==> src/rtl/multdiv_sequencer_pkg.sv <==
// Shared constants, state/op encodings and decode helper for the mul/div sequencer.
package multdiv_sequencer_pkg;

  localparam int MD_WIDTH = 32;

  localparam logic [4:0] OP_RTYPE   = 5'b00000;
  localparam logic [4:0] ALU_MUL    = 5'b00110;
  localparam logic [4:0] ALU_DIV    = 5'b00111;
  localparam logic [4:0] REG_STATUS = 5'd30;

  localparam int EXC_MUL = 4;
  localparam int EXC_DIV = 5;

  typedef enum logic [1:0] {
    ST_IDLE = 2'd0,
    ST_BUSY = 2'd1,
    ST_DONE = 2'd2
  } md_state_e;

  typedef enum logic {
    OP_MUL = 1'b0,
    OP_DIV = 1'b1
  } md_op_e;

  function automatic logic is_muldiv(input logic [4:0] opcode, input logic [4:0] alu_op);
    return (opcode == OP_RTYPE) && ((alu_op == ALU_MUL) || (alu_op == ALU_DIV));
  endfunction

endpackage

==> src/rtl/multdiv_sequencer_if.sv <==
// Decode-side request, pipeline stall and regfile writeback handshake of the mul/div unit.
interface multdiv_sequencer_if #(
  parameter int WIDTH = 32
);
  logic             in_valid;
  logic [4:0]       opcode;
  logic [4:0]       alu_op;
  logic [4:0]       rd;
  logic [WIDTH-1:0] operand_a;
  logic [WIDTH-1:0] operand_b;
  logic             flush;
  logic             stall;
  logic             wb_valid;
  logic [4:0]       wb_reg;
  logic [WIDTH-1:0] wb_data;
  logic             wb_ack;

  modport master (
    output in_valid, opcode, alu_op, rd, operand_a, operand_b, flush, wb_ack,
    input  stall, wb_valid, wb_reg, wb_data
  );

  modport slave (
    input  in_valid, opcode, alu_op, rd, operand_a, operand_b, flush, wb_ack,
    output stall, wb_valid, wb_reg, wb_data
  );
endinterface

==> src/rtl/multdiv_sequencer_iter.sv <==
// One-bit-per-cycle datapath: radix-2 Booth multiply or restoring divide on magnitudes.
// o_result / o_mul_ovf reflect the value after the step taken at the next edge.
module multdiv_sequencer_iter
  import multdiv_sequencer_pkg::*;
#(
  parameter int WIDTH = MD_WIDTH
) (
  input  logic             i_clk,
  input  logic             i_rst,
  input  logic             i_start,
  input  logic             i_step,
  input  md_op_e           i_op,
  input  logic [WIDTH-1:0] i_a,
  input  logic [WIDTH-1:0] i_b,
  output logic [WIDTH-1:0] o_result,
  output logic             o_mul_ovf
);

  md_op_e           r_op;
  logic [WIDTH:0]   r_acc;
  logic [WIDTH-1:0] r_q;
  logic             r_qm1;
  logic [WIDTH:0]   r_m;
  logic             r_div_neg;

  logic [WIDTH:0]   w_sum;
  logic [WIDTH:0]   w_shl;
  logic [WIDTH:0]   w_diff;
  logic [WIDTH:0]   w_acc_nxt;
  logic [WIDTH-1:0] w_q_nxt;
  logic             w_qm1_nxt;
  logic [WIDTH-1:0] w_mag_a;
  logic [WIDTH-1:0] w_mag_b;
  logic [WIDTH:0]   w_ovf_bits;

  assign w_mag_a = i_a[WIDTH-1] ? -i_a : i_a;
  assign w_mag_b = i_b[WIDTH-1] ? -i_b : i_b;

  always_comb begin
    w_sum     = r_acc;
    w_shl     = {r_acc[WIDTH-1:0], r_q[WIDTH-1]};
    w_diff    = w_shl - r_m;
    w_acc_nxt = r_acc;
    w_q_nxt   = r_q;
    w_qm1_nxt = r_qm1;
    if (r_op == OP_MUL) begin
      unique case ({r_q[0], r_qm1})
        2'b01:   w_sum = r_acc + r_m;
        2'b10:   w_sum = r_acc - r_m;
        default: w_sum = r_acc;
      endcase
      // arithmetic shift right of {acc, q, q-1}
      w_acc_nxt = {w_sum[WIDTH], w_sum[WIDTH:1]};
      w_q_nxt   = {w_sum[0], r_q[WIDTH-1:1]};
      w_qm1_nxt = r_q[0];
    end else begin
      if (w_diff[WIDTH]) begin
        w_acc_nxt = w_shl;
        w_q_nxt   = {r_q[WIDTH-2:0], 1'b0};
      end else begin
        w_acc_nxt = w_diff;
        w_q_nxt   = {r_q[WIDTH-2:0], 1'b1};
      end
    end
  end

  // product bits [2W-1:W-1] must be a pure sign extension
  assign w_ovf_bits = {w_acc_nxt[WIDTH-1:0], w_q_nxt[WIDTH-1]};
  assign o_mul_ovf  = (w_ovf_bits != '0) && (w_ovf_bits != '1);
  assign o_result   = ((r_op == OP_DIV) && r_div_neg) ? -w_q_nxt : w_q_nxt;

  always_ff @(posedge i_clk or posedge i_rst) begin
    if (i_rst) begin
      r_op      <= OP_MUL;
      r_acc     <= '0;
      r_q       <= '0;
      r_qm1     <= 1'b0;
      r_m       <= '0;
      r_div_neg <= 1'b0;
    end else if (i_start) begin
      r_op      <= i_op;
      r_acc     <= '0;
      r_qm1     <= 1'b0;
      r_div_neg <= i_a[WIDTH-1] ^ i_b[WIDTH-1];
      if (i_op == OP_MUL) begin
        r_q <= i_b;
        r_m <= {i_a[WIDTH-1], i_a};
      end else begin
        r_q <= w_mag_a;
        r_m <= {1'b0, w_mag_b};
      end
    end else if (i_step) begin
      r_acc <= w_acc_nxt;
      r_q   <= w_q_nxt;
      r_qm1 <= w_qm1_nxt;
    end
  end

endmodule

==> src/rtl/multdiv_sequencer.sv <==
// Multicycle mul/div controller: accepts one op from decode, stalls the pipeline while
// iterating, then requests a regfile writeback of the result or an exception code.
//   state | meaning
//   IDLE  | waiting for a mul/div from decode
//   BUSY  | one datapath iteration per cycle, WIDTH iterations
//   DONE  | writeback request held until wb_ack
module multdiv_sequencer
  import multdiv_sequencer_pkg::*;
#(
  parameter int         WIDTH      = MD_WIDTH,
  parameter logic [4:0] STATUS_REG = REG_STATUS,
  parameter int         MUL_EXC    = EXC_MUL,
  parameter int         DIV_EXC    = EXC_DIV
) (
  input  logic              i_clk,
  input  logic              i_rst,
  multdiv_sequencer_if.slave md_if
);

  localparam int CW = $clog2(WIDTH) + 1;

  md_state_e        r_state;
  logic [CW-1:0]    r_count;
  md_op_e           r_op;
  logic [4:0]       r_rd;
  logic             r_div_ovf;
  logic             r_wb_valid;
  logic [4:0]       r_wb_reg;
  logic [WIDTH-1:0] r_wb_data;

  logic             w_accept;
  logic             w_step;
  logic             w_last;
  logic             w_div_zero;
  logic             w_div_ovf;
  logic             w_mul_ovf;
  md_op_e           w_op;
  logic [WIDTH-1:0] w_result;

  assign w_accept   = md_if.in_valid & ~md_if.flush & (r_state == ST_IDLE)
                    & is_muldiv(md_if.opcode, md_if.alu_op);
  assign w_op       = (md_if.alu_op == ALU_DIV) ? OP_DIV : OP_MUL;
  assign w_div_zero = (md_if.operand_b == '0);
  assign w_div_ovf  = (md_if.operand_a == {1'b1, {(WIDTH-1){1'b0}}}) && (md_if.operand_b == '1);
  assign w_step     = (r_state == ST_BUSY) & ~md_if.flush;
  assign w_last     = (r_count == CW'(WIDTH - 1));

  multdiv_sequencer_iter #(
    .WIDTH (WIDTH)
  ) u_iter (
    .i_clk     (i_clk),
    .i_rst     (i_rst),
    .i_start   (w_accept),
    .i_step    (w_step),
    .i_op      (w_op),
    .i_a       (md_if.operand_a),
    .i_b       (md_if.operand_b),
    .o_result  (w_result),
    .o_mul_ovf (w_mul_ovf)
  );

  always_ff @(posedge i_clk or posedge i_rst) begin
    if (i_rst) begin
      r_state    <= ST_IDLE;
      r_count    <= '0;
      r_op       <= OP_MUL;
      r_rd       <= '0;
      r_div_ovf  <= 1'b0;
      r_wb_valid <= 1'b0;
      r_wb_reg   <= '0;
      r_wb_data  <= '0;
    end else if (md_if.flush) begin
      r_state    <= ST_IDLE;
      r_count    <= '0;
      r_wb_valid <= 1'b0;
    end else begin
      unique case (r_state)
        ST_IDLE: begin
          if (w_accept) begin
            r_rd      <= md_if.rd;
            r_op      <= w_op;
            r_count   <= '0;
            r_div_ovf <= (w_op == OP_DIV) && w_div_ovf;
            // a zero divisor needs no iterations: report it right away
            if ((w_op == OP_DIV) && w_div_zero) begin
              r_state    <= ST_DONE;
              r_wb_valid <= 1'b1;
              r_wb_reg   <= STATUS_REG;
              r_wb_data  <= WIDTH'(DIV_EXC);
            end else begin
              r_state <= ST_BUSY;
            end
          end
        end
        ST_BUSY: begin
          r_count <= r_count + 1'b1;
          if (w_last) begin
            r_state    <= ST_DONE;
            r_wb_valid <= 1'b1;
            if ((r_op == OP_MUL) && w_mul_ovf) begin
              r_wb_reg  <= STATUS_REG;
              r_wb_data <= WIDTH'(MUL_EXC);
            end else if ((r_op == OP_DIV) && r_div_ovf) begin
              r_wb_reg  <= STATUS_REG;
              r_wb_data <= WIDTH'(DIV_EXC);
            end else begin
              r_wb_reg  <= r_rd;
              r_wb_data <= w_result;
            end
          end
        end
        ST_DONE: begin
          if (md_if.wb_ack) begin
            r_state    <= ST_IDLE;
            r_wb_valid <= 1'b0;
          end
        end
        default: begin
          r_state    <= ST_IDLE;
          r_wb_valid <= 1'b0;
        end
      endcase
    end
  end

  assign md_if.stall    = (r_state != ST_IDLE) | w_accept;
  assign md_if.wb_valid = r_wb_valid;
  assign md_if.wb_reg   = r_wb_reg;
  assign md_if.wb_data  = r_wb_data;

endmodule

==> src/flat_wrapper.sv <==
// flat-port wrapper written by rule: the top's interface ports become plain ports
module multdiv_sequencer_flat import multdiv_sequencer_pkg::*;
#(
  parameter int         WIDTH      = MD_WIDTH,
  parameter logic [4:0] STATUS_REG = REG_STATUS,
  parameter int         MUL_EXC    = EXC_MUL,
  parameter int         DIV_EXC    = EXC_DIV
)
  (i_clk, i_rst, md_if_in_valid, md_if_opcode, md_if_alu_op, md_if_rd, md_if_operand_a, md_if_operand_b, md_if_flush, md_if_wb_ack, md_if_stall, md_if_wb_valid, md_if_wb_reg, md_if_wb_data);
  multdiv_sequencer_if #(.WIDTH(WIDTH)) md_if_i ();
  input  logic i_clk;
  input  logic i_rst;
  input wire logic [$bits(md_if_i.in_valid)-1:0] md_if_in_valid;
  input wire logic [$bits(md_if_i.opcode)-1:0] md_if_opcode;
  input wire logic [$bits(md_if_i.alu_op)-1:0] md_if_alu_op;
  input wire logic [$bits(md_if_i.rd)-1:0] md_if_rd;
  input wire logic [$bits(md_if_i.operand_a)-1:0] md_if_operand_a;
  input wire logic [$bits(md_if_i.operand_b)-1:0] md_if_operand_b;
  input wire logic [$bits(md_if_i.flush)-1:0] md_if_flush;
  input wire logic [$bits(md_if_i.wb_ack)-1:0] md_if_wb_ack;
  output wire logic [$bits(md_if_i.stall)-1:0] md_if_stall;
  output wire logic [$bits(md_if_i.wb_valid)-1:0] md_if_wb_valid;
  output wire logic [$bits(md_if_i.wb_reg)-1:0] md_if_wb_reg;
  output wire logic [$bits(md_if_i.wb_data)-1:0] md_if_wb_data;
  assign md_if_i.in_valid = md_if_in_valid;
  assign md_if_i.opcode = md_if_opcode;
  assign md_if_i.alu_op = md_if_alu_op;
  assign md_if_i.rd = md_if_rd;
  assign md_if_i.operand_a = md_if_operand_a;
  assign md_if_i.operand_b = md_if_operand_b;
  assign md_if_i.flush = md_if_flush;
  assign md_if_i.wb_ack = md_if_wb_ack;
  assign md_if_stall = md_if_i.stall;
  assign md_if_wb_valid = md_if_i.wb_valid;
  assign md_if_wb_reg = md_if_i.wb_reg;
  assign md_if_wb_data = md_if_i.wb_data;
  multdiv_sequencer #(.WIDTH(WIDTH), .STATUS_REG(STATUS_REG), .MUL_EXC(MUL_EXC), .DIV_EXC(DIV_EXC)) u_core (.i_clk(i_clk), .i_rst(i_rst), .md_if(md_if_i));
endmodule
==> config.mk <==
export PLATFORM = sky130hd
export DESIGN_NAME = multdiv_sequencer_flat
export DESIGN_NICKNAME = d
export VERILOG_FILES = /design/src/rtl/multdiv_sequencer_pkg.sv /design/src/rtl/multdiv_sequencer_if.sv /design/src/rtl/multdiv_sequencer_iter.sv /design/src/rtl/multdiv_sequencer.sv /design/src/flat_wrapper.sv
export SDC_FILE = /design/constraint.sdc
export NUM_CORES = 1
export LEC_CHECK = 0
export ABC_AREA = 1
export CORE_ASPECT_RATIO = 1.1
export CORE_MARGIN = 2
export CORE_UTILIZATION = 66
export DETAILED_ROUTE_END_ITERATION = 6
export MAX_ROUTING_LAYER = met4
export PLACE_DENSITY = 0.95
export SLEW_MARGIN = 5
export SYNTH_ARGS = -nofsm -noshare
export SYNTH_HDL_FRONTEND = slang
export SYNTH_HIERARCHICAL = 1
export SYNTH_SLANG_ARGS = --single-unit
==> constraint.sdc <==
create_clock -name i_clk -period 11.3 [get_ports i_clk]
set_input_delay 3.39 -clock i_clk [delete_from_list [all_inputs] [get_ports i_clk]]
set_output_delay 3.39 -clock i_clk [all_outputs]
set_load 0.01 [all_outputs]
== Word-level counts from Yosys, hierarchy flattened ==
Cells that the tools add are included.

* Bits of input ports: 84
* Flip-flop bits (word level): 154
* Word-level logic and storage cells: 115
* ROM bits: 0
* RAM bits: 0
* Output and inout bits: 39
* Memories kept: 0
* Bits in latches: 0

* Bitwise logic cells: 8
* Mux-type cells: 45
* Div/mod/pow operators: 0
* Reductions and logical operators: 23
* Shifts and indexed selects: 0
* Order comparisons: 0
* Multiply operators: 0
* $add $sub $neg: 7
* Equality and inequality tests: 18

{| class="wikitable"
|+ Operators by type and width
! cell !! number
|-
| two-way mux 32 bit || 12
|-
| two-way mux 33 bit || 5
|-
| negator 32 bit || 3
|-
| case mux 33 bit (2 select lines) || 1
|-
| subtractor 33 bit || 2
|-
| == test 32 bit, second input constant || 2
|-
| case mux 32 bit (2 select lines) || 1
|-
| adder 33 bit || 1
|-
| != test 33 bit, second input constant || 1
|-
| nonzero test 33 bit || 1
|-
| logical NOT 32 bit || 1
|-
| two-way mux 5 bit || 5
|-
| two-way mux 6 bit || 2
|-
| case mux 6 bit (2 select lines) || 1
|-
| == test 5 x 3 -> 1 bit, second input constant || 2
|-
| two-way mux 1 bit || 10
|-
| two-way mux 2 bit || 5
|-
| case mux 5 bit (2 select lines) || 1
|-
| logical AND 1 bit || 8
|-
| adder 6 x 1 -> 6 bit, second input constant || 1
|-
| == test 6 x 5 -> 1 bit, second input constant || 1
|-
| != test 2 x 1 -> 1 bit, second input constant || 3
|-
| != test 3 x 2 -> 1 bit, second input constant || 2
|-
| != test 3 bit, second input constant || 2
|-
| 18 further kinds || 28
|}

== Depth between registers and ports, before layout ==
Gate-level depths: netlist of the first run.

* Depth after elaboration: 9
* Mapped depth: 39
* Gate-level depth less buffers: 38

== By module ==
Netlist of the first run, hierarchy kept.

{| class="wikitable"
|+ By module, submodules not included
! module !! cells each !! times used !! area an instance (sq um)
|-
| multdiv_sequencer_iter || 2467 || 1 || 14173.6
|-
| multdiv_sequencer || 420 || 1 || 2927.8
|}

== Worst setup path before layout of the first run ==
OpenSTA, ideal clock, no wires.

* Kind: in2out
* From: in md_if_alu_op[1]
* To: out md_if_stall
* Stages: 7
* Arrival: 3994 ps
* Setup slack: 3916 ps
* Required time: 7910 ps
* Path through: inv_1 -> nor2_1 -> nand2_1 -> nor2_1 -> nand2_1 -> buf_2 -> nand2_1

* Cells in the longest elaborated chain, start to end: 5
* Elaborated cells on any way between the ends: 6

{| class="wikitable"
|+ RTL lines
! item !! line !! RTL
|-
| start: declaration || flat_wrapper.sv:15 || <nowiki>input wire logic [$bits(md_if_i.alu_op)-1:0] md_if_alu_op;</nowiki>
|-
| == test 5 x 3 -> 1 bit || multdiv_sequencer_pkg.sv:26 || <nowiki>return (opcode == OP_RTYPE) && ((alu_op == ALU_MUL) || (alu_op == ALU_DIV));</nowiki>
|-
| logical OR 1 bit (*) || multdiv_sequencer_pkg.sv:26 ||
|-
| logical AND 1 bit (*) || multdiv_sequencer_pkg.sv:26 ||
|-
| AND 1 bit (*) || multdiv_sequencer.sv:41 || <nowiki>& is_muldiv(md_if.opcode, md_if.alu_op);</nowiki>
|-
| bitwise OR 1 bit (*) || multdiv_sequencer.sv:126 || <nowiki>assign md_if.stall = (r_state != ST_IDLE) | w_accept;</nowiki>
|-
| end: declaration || flat_wrapper.sv:21 || <nowiki>output wire logic [$bits(md_if_i.stall)-1:0] md_if_stall;</nowiki>
|}

Mark *: on every way between the ends. The rest lies on a longest branch, timed or not.

== Worst setup path after layout of the first run ==
* From: in md_if_flush
* To: out md_if_stall

* Cells in the longest elaborated chain, start to end: 5

{| class="wikitable"
|+ RTL lines
! item !! line !! RTL
|-
| start: declaration || flat_wrapper.sv:19 || <nowiki>input wire logic [$bits(md_if_i.flush)-1:0] md_if_flush;</nowiki>
|-
| NOT 1 bit (no line) || n/a ||
|-
| AND 1 bit (2 in series) || multdiv_sequencer.sv:40 || <nowiki>assign w_accept = md_if.in_valid & ~md_if.flush & (r_state == ST_IDLE)</nowiki>
|-
| AND 1 bit || multdiv_sequencer.sv:41 ||
|-
| bitwise OR 1 bit || multdiv_sequencer.sv:126 ||
|}

No other way between the ends.

==> metrics.cfg, run 1 <==
[global_routing]
grt_pass1_vias=19600
grt_pass1_wl_mm=99.2
antenna_found_initial=0
grtUsageTotal_pct=47.8
grt_max_degree=71
grt_remaining_overflow=0

[yosys]
synth_edf_count=0
synth-seq-area-share_pct=22.5
synth-seq-cells=154
yosys.area.top_type_share_pct=22.5
synth_xor_xnor_area_share_pct=4.62
yosysWarnings=6
synth_top_family_by_area=simple AND/OR/NAND/NOR gates
yosysTopAreaCell=dfrtp_1
synth_compound_area_share_pct=14.5
syn_area_mm2=0.0171
syn_area_per_cell_um2=5.92
synthCells=2887
ys_top_cells_by_count=nand2_1 (875), inv_1 (468), nor2_1 (303), nand3_1 (266), dfrtp_1 (154)
synth_mux_area_share_pct=0
yosysMostFrequentCell=nand2_1
async_flop_share_pct=100
synthTopCellsByArea=dfrtp_1 (23%), nand2_1 (19%), inv_1 (10%)
synth.distinct_cells=60
synthSimpleGateAreaFrac_pct=39.9
yosys.area_share.adder_pct=5.36
syn_nets=3043
synthFlopType=dfrtp_1

[critical_path]
crit_required_ps=7910
reg2regPathDepth=29
cp.arrival_ps=5220
start_kind=input port
crit_start=md_if_flush
r2r_start=u_core/u_iter/r_qm1
crit_fanout=11
crit_type=in2out
cp-end-kind=primary output

[routing]
wl_mm=62.0
wl_per_cell_um=18.7
drtPass1Iterations=7
vias_per_cell=6.13
route.vias.total=20400
drcViolationCount=0
first_iter_violations=2391
final_antenna_net_count=0

[cells_and_area]
nets=3117
final_area_mm2=0.0191
fillers=2099
largest_registers=u_core/u_iter/r_acc (33), u_core/u_iter/r_m (33)
syn_to_final_growth_pct=11.6
fin_util_pct=75.1
antenna_cells=0
drive_gt1_share_pct=4.44

[timing]
tns_ps=0
fmax_mhz=116
fin_hold_ws_ps=479
final_hold_viol_count=0
slew_violations=0
worst_pin_slew_ps=1220
min_period_ps=8610
min_period_over_period_pct=76.2
max-slew-margin-rel_pct=18.4
rsz0062_at_grt=false
finalClockSkew_ps=10.1
finalSetupViolCount=0

[cts]
cts_max_path_buffers=2
cts_max_level=4
root_buffer=clkbuf_16
cts_tree=yes
numCtsBuffers=17
clock_latency_ps=450
ctsResizeCount=0
ctsHoldBuffers=0
cts_setup_buffers=0
cts_num_sinks=154
clk_pin_slew_ps=70

[floorplan]
rows=61
start_util_pct=67.3
die_w_um=157
fp.dieArea_mm2=0.0272
die_h_um=173
io_pins=123
coreArea_mm2=0.0254

[place]
hpwlAfterDp_mm=47.5
io_buffers=122
postPlaceCellArea_mm2=0.0185
globalplace.congestion=1.12

[power]
total_power_uw=3970
powerDensity_mw_per_mm2=208
ir_drop_uv=122
p_leak_uw=0.0103

[worst_hold_path]
hold_depth=2
hp-class=reg2reg
hp-start=u_core/md_if.wb_reg[1]

[flow_run]
maxCapViolCount=0

[run_status]
outcome=complete, no violations

==> worst max-delay path, cell delays in order <==
cell	delay (ps)
clkdlybuf4s50_1	520
inv_2	120
nand2_1	100
nor2_1	110
nand2_1	240
nand2_1	180
clkdlybuf4s50_1	550
==> cells by family (layout without fill, tap and decap cells) <==
kind of cell	count (synthesis)	count (layout)
and+or+nand+nor	1595	1595
DFF	154	154
xor gates and xnor gates	88	88
adders and majority gates	72	72
AOI/OAI and AO/OA	409	409
buffers and inverters	569	656
==> layer usage <==
| metal | global-route usage [%] | share of wire [%] |
|---|---|---|
| met5 | - | 0 |
| met1 | 53.9 | 35 |
| met4 | 36.1 | 9.1 |
| met3 | 11.3 | 11 |
| met2 | 73.1 | 45 |
==> final timing paths <==
path / end / slack [ps]
worst min-delay path: u_core/md_if.wb_reg[1] / 480
worst min register to register: u_core/md_if.wb_reg[1] / 480
min in group asynchronous: u_core/u_iter/r_div_neg / 3410
worst max-delay path: md_if_stall / 2690
max in group asynchronous: u_core/u_iter/r_op / 6640
worst max register to register: u_core/md_if.wb_reg[2] / 5220
==> placed cells by master, fill, tap and decap left out, types with 5 or more instances in the layout <==
cell / instances
nor2_1: 302
and2_1: 5
nand2_1: 875
nand4_1: 39
or2_2: 12
o211ai_1: 14
a22oi_1: 21
a221oi_1: 9
o21bai_1: 17
nand2_4: 7
dfrtp_1: 153
inv_2: 10
xnor2_1: 22
nand3b_1: 8
o21ai_0: 148
o22ai_1: 23
nand3_1: 266
clkdlybuf4s50_1: 122
nor2_4: 7
ha_1: 70
inv_1: 466
o21ai_1: 5
nor4_1: 5
nor3_2: 5
clkbuf_16: 17
nor3_1: 31
o221ai_1: 36
a21oi_1: 108
xor2_1: 65
nand2_2: 14
buf_4: 23
==> power breakdown <==
group | internal (uW) | leakage (uW) | switching, uW
Combinational | 821 | 0.00817 | 1750
Sequential | 671 | 0.00187 | 144
Clock | 316 | 0.000280 | 265
==> final cells by class <==
class	count	area, um^2	share of cell area [%]
tap	346	433	2.27
timing repair buffer	145	1390	7.30
inverter	479	1800	9.43
clock inverter	13	136	0.715
sequential	154	3860	20.2
clock buffer	19	443	2.32
multi-input combinational	2164	11000	57.7
==> stage by stage <==
stage / setup WS [ps] / std cells
after CTS: 2740 / 3320
final: 2690 / 3320
after global placement: 2870 / 3288
after detailed placement: 2810 / 3288
after global routing: 2500 / 3320
after floorplan: 3920 / 2887
Note: power is estimated with default switching activity, not from simulation.
==> inputs of run 2 (changes only) <==
Settings changed: CORE_UTILIZATION 66 to 55, PLACE_DENSITY 0.95 to 0.85.
Clock period 11.3 ns to 7.05 ns, I/O delays scaled along.
==> metrics.cfg, run 2 (same netlist as run 1, synthesis figures left out) <==
[cells_and_area]
final_common_cell=nand2_1
seq_area_mm2=0.00386  ; unchanged
largest_registers=u_core/u_iter/r_acc (33), u_core/u_iter/r_m (33)
syn_to_final_growth_pct=12.3
antenna_cells=0  ; unchanged
multi_input_area_mm2=0.0110  ; unchanged
nets=3120  ; +0.096%
drive_gt1_share_pct=4.57  ; +0.13 points
fillers=2935  ; +40%
mostFrequentLayoutCells=nand2_1 (875), inv_1 (466), nor2_1 (302)

[routing]
route.vias.total=19700  ; -3.2%
drtPass1Iterations=7  ; unchanged
wl_mm=64.8  ; +4.4%
final_antenna_net_count=0  ; unchanged
first_iter_violations=2139  ; -11%
drcViolationCount=0  ; unchanged
wl_per_cell_um=19.1  ; +2.2%
vias_per_cell=5.81  ; -5.3%

[cts]
root_buffer=clkbuf_16
clk_pin_slew_ps=80  ; about the same
cts_tree=yes
cts_max_level=4  ; unchanged
cts_max_path_buffers=2  ; unchanged
clock_latency_ps=460  ; about the same
ctsHoldBuffers=0  ; unchanged
numCtsBuffers=17  ; unchanged
cts_num_sinks=154  ; unchanged
cts_setup_buffers=0  ; unchanged
ctsResizeCount=0  ; unchanged

[place]
io_buffers=122  ; unchanged
hpwlAfterDp_mm=51.4  ; +8.1%
globalplace.congestion=1.04  ; -7.6%

[power]
ir_drop_uv=207  ; +70%
p_leak_uw=0.0103  ; +0.21%
total_power_uw=6340  ; +60%
powerDensity_mw_per_mm2=330  ; +59%

[worst_hold_path]
hp-start=u_core/md_if.wb_data[11]
whs_endpoint=u_core/md_if.wb_data[11]
hp-class=reg2reg
hold_depth=2  ; unchanged

[timing]
min_period_ps=6310
tns_ps=0  ; unchanged
min_period_over_period_pct=89.5
final_hold_viol_count=0  ; unchanged
fmax_mhz=159
slew_violations=0  ; unchanged
finalClockSkew_ps=13.4  ; +3.31 ps
max-slew-margin-rel_pct=15.0  ; -3.4 points
worst_pin_slew_ps=1270  ; +49.4 ps
finalSetupViolCount=0  ; unchanged
rsz0062_at_grt=false

[floorplan]
rows=67  ; +9.8%
coreArea_mm2=0.0305  ; +20%
die_h_um=189  ; +9.3%
die_w_um=172  ; +9.3%
start_util_pct=56.0  ; -11 points
io_pins=123  ; unchanged
fp.dieArea_mm2=0.0325  ; +19%

[global_routing]
grt_pass1_wl_mm=102  ; +2.8%
antenna_found_initial=0  ; unchanged
grt_max_degree=70  ; -1.4%
grtUsageTotal_pct=42.0  ; -5.8 points
grt_pass1_vias=18800  ; -4.0%
grt_remaining_overflow=0  ; unchanged

[run_status]
outcome=complete, no violations

[critical_path]
crit_required_ps=7390  ; -520 ps
r2r_start=u_core/u_iter/r_m[0]
crit_path_top_delay_cell=o21ai_2
path_common_cell=nand2_1
crit_fanout=25  ; +14
crit_type=reg2reg
cp-end-kind=flip-flop
cp.arrival_ps=6650  ; +1430 ps
rrSetupSlack_ps=740  ; -4480 ps
r2r_end=u_core/md_if.wb_data[30]
cpPeakStageDelay_ps=660  ; +110 ps
start_kind=flip-flop
reg2regPathDepth=36  ; +24%

[flow_run]
maxCapViolCount=0  ; unchanged

==> run 2: changes by cell type in the layout (fill, tap and decap cells not counted), sizes merged <==
cell and change:
clkinv +2, clkinvlp -1, buf +3, inv +2, bufinv -1, clkbuf -2
==> run 2: stage by stage <==
step	utilization [%]	setup WS, ps	std cells	cell area [um^2]	hold WS, ps
global route	62.9	315	3391	19200	493
detailed placement	61.0	1040	3359	18600	458
CTS	62.9	996	3391	19200	477
global placement	61.0	1200	3359	18600	456
floorplan	-	2220	2887	17100	441
finish	62.9	743	3391	19200	475
==> run 2: where the power goes <==
| group | leakage (uW) | switching, uW | internal (uW) | total, uW |
|---|---|---|---|---|
| clock | 0.000288 | 471 | 477 | 948 |
| combinational | 0.00818 | 2770 | 1320 | 4090 |
| sequential | 0.00187 | 231 | 1070 | 1310 |
==> run 2: cell type report <==
| cell class | instances | share of cell area [%] |
|---|---|---|
| multi-input combinational | 2164 | 57.4 |
| sequential | 154 | 20.1 |
| inverter | 479 | 9.37 |
| timing repair buffer | 148 | 7.37 |
| tap | 414 | 2.70 |
| clock buffer | 17 | 2.21 |
| clock inverter | 15 | 0.886 |
==> run 2: worst max-delay path: cells and delay by family (launching register included) <==
kind | cells | cell delay (ps)
flip-flops | 1 | 420
AND/OR/NAND/NOR | 24 | 3380
XOR/XNOR | 1 | 200
buffers and inverters | 6 | 650
AO/OA/AOI/OAI | 4 | 1130
adder cells (fa/ha/maj) | 1 | 390
==> run 2: worst max-delay path by stage <==
| stage | from | to | slack, ps | cells past startpoint |
|---|---|---|---|---|
| 2_1_floorplan | md_if_alu_op[1] | md_if_stall | 2220 | 7 |
| 3_3_place_gp | md_if_flush | md_if_stall | 1200 | 8 |
| 3_5_place_dp | u_core/u_iter/r_m[0] | u_core/md_if.wb_data[29] | 1040 | 36 |
| 4_1_cts | u_core/u_iter/r_m[0] | u_core/md_if.wb_data[30] | 1000 | 36 |
| 5_1_grt | u_core/u_iter/r_m[0] | u_core/md_if.wb_data[30] | 320 | 36 |
| 6_report | u_core/u_iter/r_m[0] | u_core/md_if.wb_data[30] | 740 | 36 |
==> run 2: metal layers <==
metal | vias to the layer above | global-route usage [%] | wire [um]
met3 | 231 | 6.46 | 5580
met4 | 0 | 27.8 | 5120
li1 | 9414 | - | -
met2 | 1075 | 65.5 | 29100
met1 | 8982 | 50.4 | 25000
met5 | - | - | 0
